===== config.mk =====
export PLATFORM = sky130hd
export DESIGN_NAME = fnd_scan_ctrl
export DESIGN_NICKNAME = d
export VERILOG_FILES = /design/src/rtl/fnd_scan_ctrl.sv
export SDC_FILE = /design/constraint.sdc
export NUM_CORES = 1
export LEC_CHECK = 0
export ABC_AREA = 1
export CORE_MARGIN = 5
export CORE_UTILIZATION = 30
export CTS_BUF_LIST = sky130_fd_sc_hd__clkbuf_4
export DETAILED_ROUTE_END_ITERATION = 7
export SLEW_MARGIN = 10
export SYNTH_ARGS = -nofsm -noshare
export SYNTH_HDL_FRONTEND = slang
export SYNTH_SLANG_ARGS = --single-unit

===== constraint.sdc =====
create_clock -name clk -period 1.8 [get_ports clk]
set_input_delay 0.36 -clock clk [delete_from_list [all_inputs] [get_ports clk]]
set_output_delay 0.36 -clock clk [all_outputs]
set_load 0.01 [all_outputs]

===== src/rtl/fnd_scan_ctrl.sv =====
// Scan controller for a 4-digit FND. It multiplexes the digits with leading-zero
// suppression and per-digit blink, and can show a timed message with a busy handshake.
module fnd_scan_ctrl #(
   parameter int SCAN_DIV    = 100_000,
   parameter int BLINK_SLOTS = 250
) (
   input  logic        clk,
   input  logic        reset,
   input  logic [19:0] digits_i,
   input  logic        blank_lz,
   input  logic [3:0]  blink_mask,
   input  logic        msg_load,
   input  logic [19:0] msg_code,
   input  logic [7:0]  msg_frames,
   output logic        msg_busy,
   output logic [3:0]  an,
   output logic [4:0]  bcd,
   output logic        frame_tick
);

   localparam int CW = (SCAN_DIV > 1) ? $clog2(SCAN_DIV) : 1;
   localparam int BW = (BLINK_SLOTS > 1) ? $clog2(BLINK_SLOTS) : 1;
   localparam logic [CW-1:0] CNT_MAX = CW'(SCAN_DIV - 1);
   localparam logic [BW-1:0] BLK_MAX = BW'(BLINK_SLOTS - 1);

   typedef enum logic {NORM, MSG} state_t;

   state_t        state_q;
   logic [CW-1:0] cnt_q;
   logic [1:0]    sel_q;
   logic [BW-1:0] bcnt_q;
   logic          blink_q;
   logic [19:0]   mreg_q;
   logic [7:0]    fcnt_q;
   logic          busy_q;
   logic [3:0]    an_q;
   logic [4:0]    bcd_q;
   logic          ft_q;

   logic          slot_tick, frame_edge, msg_exit, show_msg, blank_d;
   logic [1:0]    nsel;
   logic [4:0]    code_d, bcd_d;
   logic [3:0]    an_d;

   function automatic logic [4:0] field(input logic [19:0] v, input logic [1:0] k);
      logic [4:0] f;
      case (k)
         2'd0:    f = v[4:0];
         2'd1:    f = v[9:5];
         2'd2:    f = v[14:10];
         default: f = v[19:15];
      endcase
      return f;
   endfunction

   // A digit is a leading zero only if it and every more significant digit are 5'h00.
   function automatic logic lz_blank(input logic [19:0] v, input logic [1:0] k);
      logic [3:0] z;
      logic       b;
      z = {v[19:15] == 5'd0, v[14:10] == 5'd0, v[9:5] == 5'd0, v[4:0] == 5'd0};
      case (k)
         2'd1:    b = &z[3:1];
         2'd2:    b = &z[3:2];
         2'd3:    b = z[3];
         default: b = 1'b0;
      endcase
      return b;
   endfunction

   always_comb begin
      slot_tick  = (cnt_q == CNT_MAX);
      nsel       = sel_q + 2'd1;
      frame_edge = slot_tick && (sel_q == 2'd3);
      msg_exit   = (state_q == MSG) && frame_edge && (fcnt_q == 8'd1);
      // The slot registered on the exit edge already belongs to normal mode.
      show_msg   = (state_q == MSG) && !msg_exit;
      code_d     = field(show_msg ? mreg_q : digits_i, nsel);
      blank_d    = !show_msg && ((blank_lz && lz_blank(digits_i, nsel)) ||
                                 (blink_q && blink_mask[nsel]));
      an_d       = blank_d ? 4'hf : ~(4'b0001 << nsel);
      bcd_d      = blank_d ? 5'h0f : code_d;
   end

   always_ff @(posedge clk) begin
      if (reset) begin
         state_q <= NORM;
         cnt_q   <= '0;
         sel_q   <= 2'd3;
         bcnt_q  <= '0;
         blink_q <= 1'b0;
         mreg_q  <= '0;
         fcnt_q  <= '0;
         busy_q  <= 1'b0;
         an_q    <= 4'hf;
         bcd_q   <= 5'h0f;
         ft_q    <= 1'b0;
      end else begin
         cnt_q <= slot_tick ? '0 : cnt_q + 1'b1;
         ft_q  <= frame_edge;
         if (slot_tick) begin
            sel_q <= nsel;
            an_q  <= an_d;
            bcd_q <= bcd_d;
            if (bcnt_q == BLK_MAX) begin
               bcnt_q  <= '0;
               blink_q <= ~blink_q;
            end else begin
               bcnt_q <= bcnt_q + 1'b1;
            end
         end
         case (state_q)
            NORM: begin
               if (msg_load && (msg_frames != 8'd0)) begin
                  state_q <= MSG;
                  mreg_q  <= msg_code;
                  fcnt_q  <= msg_frames;
                  busy_q  <= 1'b1;
               end
            end
            MSG: begin
               if (frame_edge) begin
                  fcnt_q <= fcnt_q - 8'd1;
                  if (fcnt_q == 8'd1) begin
                     state_q <= NORM;
                     busy_q  <= 1'b0;
                  end
               end
            end
            default: state_q <= NORM;
         endcase
      end
   end

   assign msg_busy   = busy_q;
   assign an         = an_q;
   assign bcd        = bcd_q;
   assign frame_tick = ft_q;

endmodule


# Yosys cells after proc, flatten, opt, wreduce, memory -nomap -nowiden
# Cells that the tools add are included.
[totals] regBits=68 in_bits=56
[op_classes] n_addsub=4 order_cmp=1 n_eq_ne=10 n_shift=1 mux=19 n_bitwise=3 n_reduce_logical=23
[ops] operator="8-bit 2-to-1 mux" count=3
[ops] operator="20-bit 2-to-1 mux" count=1
[ops] operator="17-bit by 1-bit adder with 17-bit output (second input constant)" count=1
[ops] operator="17-bit == test (second input constant)" count=1
[ops] operator="8-bit case mux with 2 select lines" count=1
[ops] operator="5-bit logical NOT" count=3
[ops] operator="5-bit case mux with 3 select lines" count=1
[ops] operator="8-bit by 1-bit adder with 8-bit output (second input constant)" count=1
[ops] operator="8-bit by 1-bit == test with 1-bit output (second input constant)" count=1
[ops] operator="8-bit == test (second input constant)" count=1
[ops] operator="1-bit logical AND" count=8
[ops] operator="2-bit AND reduction" count=4
[ops] operator="8-bit nonzero test" count=1
[ops] operator="8-bit by 1-bit subtractor with 8-bit output (second input constant)" count=1
[ops] operator="1-bit 2-to-1 mux" count=7
[ops] operator="2-bit == test (second input constant)" count=3
[ops] operator="3-bit AND reduction" count=2
[ops] operator="5-bit 2-to-1 mux" count=1
[ops] operator="4-bit 2-to-1 mux" count=1
[ops] operator="2-bit by 1-bit != test with 1-bit output (second input constant)" count=2
[ops] operator="4-bit inverter" count=1
[ops] operator="1-bit case mux with 2 select lines" count=2
[ops] operator="1-bit by 2-bit left shift with 4-bit output (first input constant)" count=1
[ops] operator="2-bit by 3-bit less-than comparator with 1-bit output (second input constant)" count=1
[ops] operator="other kinds (10)" count=12

# Logic depth before layout (Yosys ltp)
[logic_depth] depth_word=9 mapped_depth=15 depth_no_buf=15

# Least setup slack after synthesis
# Ideal clock, no wire load.
[synth_timing] kind="register to register" startpoint="register cnt_q[0]" endpoint="register bcd_q[2] (netlist: bcd[2])" setup_time_ns=0.109 arrival_time_ns=1.624 t_required_ns=1.691 slack_ns=0.067 stages_incl_launch_ff=14 n_path_buf=1 period_less_slack_ns=1.733 cell_sequence="dfxtp_1 -> ha_1 -> nand2_1 -> inv_6 -> nand2_4 -> nor2_4 -> nand2_4 -> inv_8 -> nor2_4 -> inv_2 -> buf_2 -> or2_2 -> nand2_1 -> inv_1"
[synth_between] elab_chain_len=9 word_cells_on_any_way=11
[synth_lines] item="start: declaration" line_no="29" source="logic [CW-1:0] cnt_q;"
[synth_lines] item="start signal: assignment" line_no="98" source="cnt_q <= slot_tick ? '0 : cnt_q + 1'b1;"
[synth_lines] item="17-bit == test (*)" line_no="71" source="slot_tick = (cnt_q == CNT_MAX);"
[synth_lines] item="1-bit logical AND" line_no="73" source="frame_edge = slot_tick && (sel_q == 2'd3);"
[synth_lines] item="1-bit logical AND (2 in series)" line_no="74" source="msg_exit = (state_q == MSG) && frame_edge && (fcnt_q == 8'd1);"
[synth_lines] item="1-bit logical NOT" line_no="76" source="show_msg = (state_q == MSG) && !msg_exit;"
[synth_lines] item="1-bit logical AND" line_no="76"
[synth_lines] item="20-bit 2-to-1 mux or 1-bit logical NOT (tied branches)" line_no="77, 78"
[synth_lines] item="5-bit case mux with 3 select lines or 1-bit logical AND (tied branches)" line_no="47, 78"
[synth_lines] item="5-bit 2-to-1 mux" line_no="81" source="bcd_d = blank_d ? 5'h0f : code_d;"
[synth_lines] item="end signal: assignment" line_no="95" source="bcd_q <= 5'h0f;"
[synth_lines] item="end signal: assignment" line_no="103" source="bcd_q <= bcd_d;"
[synth_lines] item="end: declaration" line_no="37" source="logic [4:0] bcd_q;"
# Mark *: on every way between the ends. The rest lies on a longest branch, timed or not.
# A chain may end at the register's enable or synchronous reset.

# Worst setup path in the final report
[layout_timing] startpoint="register cnt_q[1]" endpoint="register bcnt_q[7]"
[layout_between] elab_chain_len=1
[layout_lines] item="17-bit == test" line_no="71"
[layout_lines] item="end signal: assignment" line_no="108" source="bcnt_q <= bcnt_q + 1'b1;"
[layout_lines] item="end: declaration" line_no="31" source="logic [BW-1:0] bcnt_q;"
# No other way between the ends.

==> results.md <==
| Metric | Reported | Unit |
|:---|:---|:---|
| Mapped Area | 3480 | um2 |
| Max-Slew Margin vs Limit | 0.7013 | - |
| Simple logic cell fraction of the synthesized area | 0.2898 | - |
| Setup total negative slack | 0 | ns |
| Max Cap Violations | 0 | - |
| Reg2reg start | cnt_q[1] | - |
| Fill count | 1,181 | - |
| Net count, final | 659 | - |
| Net Count, Synth | 552 | - |
| Maximum operating frequency | 0.5700 | GHz |
| Number of endpoints failing setup at the final stage | 0 | - |
| TritonCTS clock tree | done | - |
| Max-slew violation total from the final report | 0 | - |
| Tightest Pin Transition | 0.4439 | ns |
| Max FO, Critical Path | 7 | - |
| Unrepaired setup endpoints after global routing | yes | - |
| Worst Setup Path Type | reg2reg | - |
| Global-route wire length before repair | 15.57 | mm |
| Overall overflow remaining after global route | 0 | - |
| Yosys reg bits | 68 | - |
| Final core utilization | 0.4229 | - |
| Reg-to-reg endpoint | bcnt_q[7] | - |
| Critical Path AT | 2.11 | ns |
| Delay contributed by the slowest stage of the critical path | 0.37 | ns |
| Launch point of the worst path | cnt_q[1] | - |
| Vias in the first global route | 3,483 | - |
| Worst R2R Path Depth | 12 | - |
| Insertion delay to the later sink of the worst-skew pair | 0.42 | ns |
| Post-DP HPWL | 7.165 | mm |
| Yosys cell types | 40 | - |
| Overall Power | 3092 | uW |
| Power spent charging and discharging nets | 819.1 | uW |
| Crit path top cell by count | sky130_fd_sc_hd__nand2_4 | - |
| Pre-antenna DRT Iters | 4 | - |
| Count of buffers inserted at the top-level ports | 66 | - |
| Dominant combinational cell family by area after synthesis | simple AND/OR/NAND/NOR gates | - |
| Starting DRC count in detailed routing | 121 | - |
| Routed len/inst | 12.51 | um |
| Combined global-route utilization of all metal layers | 0.1345 | - |
| Clk root buf | sky130_fd_sc_hd__clkbuf_4 | - |
| Mean area per synthesized cell | 7.174 | um2 |
| Number of primary I/O pins | 67 | - |
| Internal Dissipation | 2272 | uW |
| Type of destination of the critical path | flip-flop | - |
| Max rail drop VDD | 0.5884 | mV |
| Pwr dens | 643.0 | nW/um2 |
| Slowest cell on the critical path | sky130_fd_sc_hd__dfxtp_2 | - |
| CP Cell Sequence | ha_4 -> nand2_4 -> clkinv_4 -> nand2_4 -> nor2_4 -> nand2_4 -> inv_8 -> nand2_8 -> nor3_4 -> nand2_2 -> or2_0 -> a21oi_1 | - |
| Gate Count Post-Synth | 485 | - |
| Clock Path Buffers | 2 | - |
| Die boundary height | 117.7 | um |
| Pin count of the biggest net entering global routing | 29 | - |
| Fraction of the mapped netlist area in adder cells | 0.03955 | - |
| Number of diodes | 0 | - |
| Final count of hold timing violations | 0 | - |
| Data required, critical path | 2.15 | ns |
| Startpoint kind of the worst setup timing path | flip-flop | - |
| Synthesis warning total | 0 | - |
| Tcrit/Tclk final | 0.9746 | - |
| Number of cells on the worst hold path | 2 | - |
| Global placer's final weighted congestion | 0.8722 | - |
| Post-Place Setup Slack | -0.2004 | ns |
| Clock-pin slew on the worst setup and hold paths | 0.11 | ns |
| Number of synthesized flops with an enable pin | 0 | - |
| Share of power burned in registers | 0.519 | - |
| R2R Setup Slk | 0.05 | ns |
| Horizontal die dimension | 117.7 | um |
| Path type of the worst min-delay path | reg2reg | - |
| Share of cells above drive strength 1 | 0.1725 | - |
| Number of H-tree levels | 3 | - |
| Core region area | 11,370 | um2 |
| Clk network pwr share | 0.322 | - |
| Initial core utilization | 0.3060 | - |
| Post-cts hold buffer count | 0 | - |
| Comb power frac | 0.159 | - |
| DRC Markers | 0 | - |
| Clock sink total | 68 | - |
| Post-detailed-route via-to-cell ratio | 4.650 | - |
| Leakage power figure | 0.002054 | uW |
| Compound-Gate Fraction of Synth Area | 0.1528 | - |
| Share of flip-flops with an asynchronous set or reset after synthesis | 0 | - |
| Final worst-path setup slack | 0.04565 | ns |
| Clock period minus final worst setup slack | 1.754 | ns |
| Most frequently used flop master after synthesis | sky130_fd_sc_hd__dfxtp_1 | - |
| Total routed wirelength | 9.258 | mm |
| Total Die Area | 13,850 | um2 |
| CP endpoint | bcnt_q[7] | - |
| Run status | finished, final reports clean | - |
| Synth-to-Final Area Change | 38.19 | % |
| Switching share of power | 0.2649 | - |
| Total clock buffers created by CTS | 9 | - |
| Post-route clock skew | 0.01351 | ns |
| Post-synthesis xor/xnor area fraction | 0.02265 | - |
| Part of the Yosys area used for sequential elements | 0.3912 | - |
| Count of nets left with antenna violations after detail routing | 0 | - |
| Total vias in the final route | 3,441 | - |
| Number of placement rows | 39 | - |
| Antenna violations before repair | 0 | - |
| Mux share of post-synthesis cell area | 0 | - |
[per-layer routing]
layer	global-route usage	part of all wire	up-vias
met3	0.03220	0.032	12
met5	0	0	-
met4	0.05018	0.020	0
met1	0.1584	0.44	1576
li1	-	-	1792
met2	0.2359	0.51	61
[area by class of cell]
cell class / count / area (um2) / share of cell area
multi-input cells: 330 / 1833 / 0.3812
flip-flops and latches: 68 / 1371 / 0.2852
repair buffers: 110 / 1003 / 0.2087
inverters: 73 / 286.5 / 0.05959
well taps: 143 / 178.9 / 0.03721
clock buffers: 11 / 82.58 / 0.01717
clock inverters: 5 / 52.55 / 0.01093
[cells by family (layout without fill, tap and decap cells)]
group | Yosys count | in the layout
fa+ha+maj | 11 | 11
simple gates | 210 | 210
buf+inv | 87 | 199
compound gates | 100 | 100
flops | 68 | 68
xor+xnor | 9 | 9
[worst max-delay path, delay by kind of cell (launching register included)]
family | cells | cell delay (ns)
buffers and inverters | 2 | 0.16
DFF | 1 | 0.37
adders and majority gates | 1 | 0.15
and+or+nand+nor | 8 | 0.88
AOI/OAI and AO/OA | 1 | 0.14
[power by group through the flow]
stage               logic, uW  clock network (uW)  registers, uW
floorplan                 250                   0           1630
global placement          474                   0           1640
detailed placement        482                   0           1640
CTS                       486                1040           1600
global route              555                1110           1620
finish                    491                 995           1610
[flip-flops by register name, summed over array words and instances, names as in the netlist, 2 cells and up]
signal and cells:
bcnt_q 8, bcd 5, mreg_q 20, an 4
cnt_q 17, fcnt_q 8, sel_q 2
[cell usage in the layout (no fill, tap or decap), types with 9 or more instances in the layout]
| cell | Yosys | layout |
|---|---|---|
| sky130_fd_sc_hd__ha_1 | 11 | 9 |
| sky130_fd_sc_hd__nand2_1 | 69 | 68 |
| sky130_fd_sc_hd__inv_1 | 67 | 66 |
| sky130_fd_sc_hd__nand3_1 | 31 | 30 |
| sky130_fd_sc_hd__nor2_1 | 62 | 60 |
| sky130_fd_sc_hd__dfxtp_1 | 68 | 62 |
| sky130_fd_sc_hd__clkbuf_4 | 0 | 11 |
| sky130_fd_sc_hd__a21oi_1 | 37 | 37 |
| sky130_fd_sc_hd__buf_4 | 1 | 43 |
| sky130_fd_sc_hd__clkdlybuf4s50_1 | 0 | 66 |
| sky130_fd_sc_hd__o21ai_0 | 45 | 44 |
[metrics by stage]
stage	instance area, um2	hold slack (ns)	instances
after floorplan	3480	0.4175	485
after global placement	4542	0.4410	718
after detailed placement	4542	0.4430	718
after CTS	4688	0.4575	734
after global routing	4808	0.4961	740
final	4808	0.4554	740
[worst min-delay path by stage]
stage,start,to
4_1_cts,mreg_q[6],mreg_q[6]
6_report,mreg_q[6],mreg_q[6]
3_5_place_dp,mreg_q[6],mreg_q[6]
3_3_place_gp,mreg_q[6],mreg_q[6]
5_1_grt,mreg_q[6],mreg_q[6]
2_1_floorplan,cnt_q[0],cnt_q[0]
[synthesized netlist by cell type (5+ instances only)]
cell	number	area [um2]
sky130_fd_sc_hd__nand2_1	69	259.0
sky130_fd_sc_hd__dfxtp_1	68	1361
sky130_fd_sc_hd__inv_1	67	251.5
sky130_fd_sc_hd__nor2_1	62	232.7
sky130_fd_sc_hd__o21ai_0	45	225.2
sky130_fd_sc_hd__a21oi_1	37	185.2
sky130_fd_sc_hd__nand3_1	31	155.2
sky130_fd_sc_hd__ha_1	11	137.6
sky130_fd_sc_hd__nor3_1	9	45.04
sky130_fd_sc_hd__o22ai_1	8	50.05
sky130_fd_sc_hd__clkbuf_1	7	26.28
sky130_fd_sc_hd__nand4_1	7	43.79
sky130_fd_sc_hd__xor2_1	7	61.31
sky130_fd_sc_hd__nand2_2	6	37.54
sky130_fd_sc_hd__or2_2	5	31.28
[repair_timing]
| action | CTS | global route |
|---|---|---|
| setup buffers | 0 | 6 |
| pin swaps | 0 | 8 |
| setup endpoints to repair | 2 | 26 |
| endpoints found under the hold margin | 0 | 0 |
| resized for setup | 2 | 22 |
No activity file was read; power rests on OpenSTA's default activity.
